**src/rtl/id_ex_stage.sv**
```systemverilog
// ID/EX pipeline register with load-use hazard detection, bubble insertion,
// flush/stall handling and a saturating bubble counter.
module id_ex_stage #(
    parameter int CNT_W = 16
) (
    input  logic             clk,
    input  logic             rst_n,
    input  logic             id_valid,
    input  logic [31:0]      id_pc,
    input  logic [31:0]      data1,
    input  logic [31:0]      data2,
    input  logic [31:0]      imm,
    input  logic [4:0]       rs,
    input  logic [4:0]       rt,
    input  logic [4:0]       rd,
    input  logic             regwrite,
    input  logic             memread,
    input  logic             memwrite,
    input  logic             memtoreg,
    input  logic             alusrc,
    input  logic             regdst,
    input  logic             uses_rt,
    input  logic [1:0]       aluop,
    input  logic             ex_stall,
    input  logic             flush,
    output logic             ex_valid,
    output logic [31:0]      ex_pc,
    output logic [31:0]      ex_data1,
    output logic [31:0]      ex_data2,
    output logic [31:0]      ex_imm,
    output logic [4:0]       ex_rs,
    output logic [4:0]       ex_rt,
    output logic [4:0]       ex_wreg,
    output logic             ex_regwrite,
    output logic             ex_memread,
    output logic             ex_memwrite,
    output logic             ex_memtoreg,
    output logic             ex_alusrc,
    output logic [1:0]       ex_aluop,
    output logic             id_ready,
    output logic             hazard,
    output logic [CNT_W-1:0] bubble_cnt
);

    typedef struct packed {
        logic       regwrite;
        logic       memread;
        logic       memwrite;
        logic       memtoreg;
        logic       alusrc;
        logic [1:0] aluop;
    } ctrl_t;

    localparam logic [CNT_W-1:0] CNT_ONE = 1;

    ctrl_t ctrl_q;
    ctrl_t ctrl_in;

    // An empty decode slot is captured with all side-effecting controls cleared.
    assign ctrl_in = id_valid ? ctrl_t'{regwrite, memread, memwrite, memtoreg, alusrc, aluop}
                              : '0;

    assign hazard = id_valid & ex_valid & ctrl_q.memread & (ex_wreg != 5'd0) &
                    ((ex_wreg == rs) | (uses_rt & (ex_wreg == rt)));
    assign id_ready = ~ex_stall & ~hazard;

    always_ff @(posedge clk or negedge rst_n) begin
        if (!rst_n) begin
            // NOTE: every register here uses <= so all of them update from pre-edge values.
            ex_valid   <= 1'b0;
            ctrl_q     <= '0;
            ex_pc      <= '0;
            ex_data1   <= '0;
            ex_data2   <= '0;
            ex_imm     <= '0;
            ex_rs      <= '0;
            ex_rt      <= '0;
            ex_wreg    <= '0;
            bubble_cnt <= '0;
        end else if (flush) begin
            ex_valid <= 1'b0;
            ctrl_q   <= '0;
        end else if (ex_stall) begin
            ex_valid <= ex_valid;
        end else if (hazard) begin
            ex_valid <= 1'b0;
            ctrl_q   <= '0;
            if (bubble_cnt != '1) bubble_cnt <= bubble_cnt + CNT_ONE;
        end else begin
            ex_valid <= id_valid;
            ctrl_q   <= ctrl_in;
            ex_pc    <= id_pc;
            ex_data1 <= data1;
            ex_data2 <= data2;
            ex_imm   <= imm;
            ex_rs    <= rs;
            ex_rt    <= rt;
            ex_wreg  <= regdst ? rd : rt;
        end
    end

    assign ex_regwrite = ctrl_q.regwrite;
    assign ex_memread  = ctrl_q.memread;
    assign ex_memwrite = ctrl_q.memwrite;
    assign ex_memtoreg = ctrl_q.memtoreg;
    assign ex_alusrc   = ctrl_q.alusrc;
    assign ex_aluop    = ctrl_q.aluop;

endmodule

```
**config.mk**
```make
export PLATFORM = sky130hd
export DESIGN_NAME = id_ex_stage
export DESIGN_NICKNAME = d
export VERILOG_FILES = /design/src/rtl/id_ex_stage.sv
export SDC_FILE = /design/constraint.sdc
export NUM_CORES = 1
export LEC_CHECK = 0
export CAP_MARGIN = 20
export CORE_MARGIN = 1.5
export CORE_UTILIZATION = 38
export CTS_BUF_LIST = sky130_fd_sc_hd__clkbuf_4 sky130_fd_sc_hd__clkbuf_8
export CTS_CLUSTER_SIZE = 30
export DETAILED_ROUTE_END_ITERATION = 10
export HOLD_SLACK_MARGIN = 0.03
export PLACE_DENSITY = 0.83
export SLEW_MARGIN = 0
export SYNTH_ARGS = -nofsm -noshare
export SYNTH_HDL_FRONTEND = slang
export SYNTH_SLANG_ARGS = --single-unit
```
**constraint.sdc**
```tcl
create_clock -name clk -period 1.8 [get_ports clk]
set_input_delay 0.18 -clock clk [delete_from_list [all_inputs] [get_ports clk]]
set_output_delay 0.18 -clock clk [all_outputs]
set_load 0.005 [all_outputs]
```
==> qor.yml <==
synthesis:
  synth.cell_area_um2: 6840
  syn_avg_cell_area_um2: 16.0
  synth-edff-count: 0
  yosysSeqAreaShare_pct: 61.1
  synth_top_area_cell: "dfrtp_1"
  synth_top_area_share_pct: 61.1
  ys_async_sr_fraction_pct: 100
  synth_seq_cells: 167
  yosys_warnings: 0
  synth_ff_type: "dfrtp_1"
  ys_top_cells_by_area: "dfrtp_1, mux2_2, buf_12, mux2_4, xnor2_1"
  synthCells: 427
  syn-num-nets: 585
  synth_cell_types: 34
finish:
  area_growth_pct: 76.5
  n_antenna_cell: 0
  final_nets: 1004
  layout_commonest_cell: "clkdlybuf4s50_1"
  fillCellCount: 1168
  mostFrequentLayoutCells: "clkdlybuf4s50_1, dfrtp_1, mux2_4, buf_4, mux2_2"
  layout-drive-gt1-share_pct: 35.4
  multi_input_area_um2: 2870
  layout.area.seq_um2: 4190
floorplan:
  rows: 48
  die_w_um: 137
  io_pins: 326
  start_util_pct: 39.3
  coreArea_um2: 17400
  die_height_um: 137
  dieArea_um2: 18800
timing:
  finalSetupViolCount: 162
  drv_slew: 0
  slew_headroom_pct: 60.8
  fin_crit_sh_pct: 116
  tightestPinTransition_ps: 588
  clock_skew_ps: 22.2
  fin_setup_tns_ps: -32100
  setup_ws_ps: -294
  rsz0062_at_grt: "yes"
  fmax_mhz: 477
  fin_crit_ps: 2090
  finalHoldViolCount: 0
routing:
  vias: 5212
  routed_wl_um: 21600
  antenna_left: 0
  post_drt_wl_per_cell_um: 19.9
  vias_per_cell: 4.82
  firstDrtPassIters: 4
  route.detailed.drc: 0
  drt_iter0_markers: 168
critical_path:
  setup.worst_path.start: "ex_wreg[1]"
  timing_worst_setup_path_type: "flop to flop"
  worstPathMaxFanout: 8
  cp_data_arrival_time_ps: 2410
  r2r_start: "ex_wreg[1]"
  rr_worst_depth: 9
  end_kind: "flop"
  cp-start-kind: "flop"
  r2r_slack_ps: -290
  crit_end: "ex_pc[17]"
  reg2reg_to: "ex_pc[17]"
  worstPathRequired_ps: 2120
clocking:
  cts_buffer_depth: 2
  cts.clk_slew.worst_paths_ps: 100
  tritoncts: "done"
  insertion_delay_ps: 440
  numCtsBuffers: 17
  clockRootBuffer: "clkbuf_8"
  htreeDepth: 4
  cts.sinks: 167
power:
  total_power_mw: 9.91
  vdd_ir_drop_max_uv: 535
  p_leak_nw: 5.27
  power.density_nw_per_um2: 821
placed_design:
  place.gp.congestion: 0.771
  port_buffers: 325
  hpwl_um: 14400
job:
  drv_cap: 0
grt:
  grt_util_all_layers_pct: 21.9
  grt_pass1_vias: 5601
  grt_first_pass_wirelength_um: 31100
  grt_start_max_net_pins: 56
  antenna_found_initial: 0
  grt-ovfl-total: 0
min_path:
  hold_class: "input port to async pin"
run_status:
  status: "finished with violations"
  violations: "setup timing"
[power breakdown]
part | switching, mW | internal, mW
clock network | 1.43 | 1.14
registers | 0.319 | 4.23
logic | 0.820 | 1.97
[repair_timing]
| action | in CTS | in global routing |
|---|---|---|
| gates cloned | 5 | 3 |
| gates resized for setup | 127 | 56 |
| hold buffers | 1 | 0 |
| pin swaps | 13 | 20 |
| endpoints found under the setup margin | 164 | 170 |
| setup buffers | 14 | 17 |
| hold endpoints to repair | 48 | 0 |
[worst min path at each step]
stage	startpoint	endpoint	slack, ps	cells past startpoint
global route	rst_n	ex_rs[2]	270	2
floorplan	rst_n	bubble_cnt[0]	-120	0
finish	rst_n	ex_rs[0]	270	2
CTS	rst_n	ex_rs[2]	260	2
global placement	rst_n	ex_memread	210	1
detailed placement	rst_n	bubble_cnt[2]	210	1
[sequential cells by signal (all words and copies together), names as in the netlist, 2 cells and up]
name / flops
ex_wreg: 5
ex_rt: 5
bubble_cnt: 16
ex_pc: 32
ex_imm: 32
ex_data1: 32
ex_rs: 5
ex_data2: 32
ex_aluop: 2
[final cells by class]
| cell class | count | share of cell area [%] |
|---|---|---|
| well taps | 225 | 2.33 |
| clock inverters | 12 | 0.984 |
| repair buffers | 421 | 36.2 |
| flip-flops and latches | 167 | 34.7 |
| inverters | 1 | 0.0311 |
| clock buffers | 18 | 2.05 |
| multi-input cells | 238 | 23.8 |
[cell usage after synthesis (2+ instances only)]
master and instances:
mux2_2 125, and4_1 3, a32o_1 7, nand3_1 7, buf_12 14, and3_1 2, nand4_1 8, nor3_1 3
nand2_1 8, buf_6 3, dfrtp_1 167, mux2_4 14, nor2_1 12, xnor2_1 23, a21oi_1 7, a21oi_2 2
mux2i_1 5
[cell families (layout without fill, tap and decap cells)]
family	count (synthesis)	after routing	share of synthesized area, %
DFF	167	167	61.1
adders and majority gates	1	1	0.183
AOI/OAI and AO/OA	19	19	2.27
and+or+nand+nor	50	50	3.97
xor gates and xnor gates	24	24	3.07
buffers and inverters	22	452	5.05
muxes	144	144	24.4
[through the flow]
stage / cell area (um^2) / worst slack [ps] / util (%) / std cells / hold WS (ps)
2_1_floorplan: 6850 / 14.8 / - / 427 / -116
4_1_cts: 11700 / -276 / 67.2 / 1064 / 264
6_report: 12100 / -294 / 69.3 / 1082 / 270
5_1_grt: 12100 / -354 / 69.3 / 1082 / 274
3_3_place_gp: 10600 / -512 / 60.9 / 1014 / 207
3_5_place_dp: 10600 / -540 / 60.9 / 1014 / 206
[critical path: stages (launching register included)]
cell and delay [ps]:
dfrtp_2 470, buf_6 150, nor3_4 150, a21oi_2 90
buf_4 140, a21oi_4 180, buf_6 160, buf_12 150
clkbuf_16 180, mux2_4 310
[per-layer routing]
layer / track usage [%] / up-vias / part of all wire, %
li1: - / 2359 / -
met1: 25.3 / 2592 / 38
met2: 38.8 / 218 / 51
met3: 6.55 / 43 / 7.3
met4: 7.37 / 0 / 3.0
met5: 0 / - / 0
(Power assumes the default switching activity.)
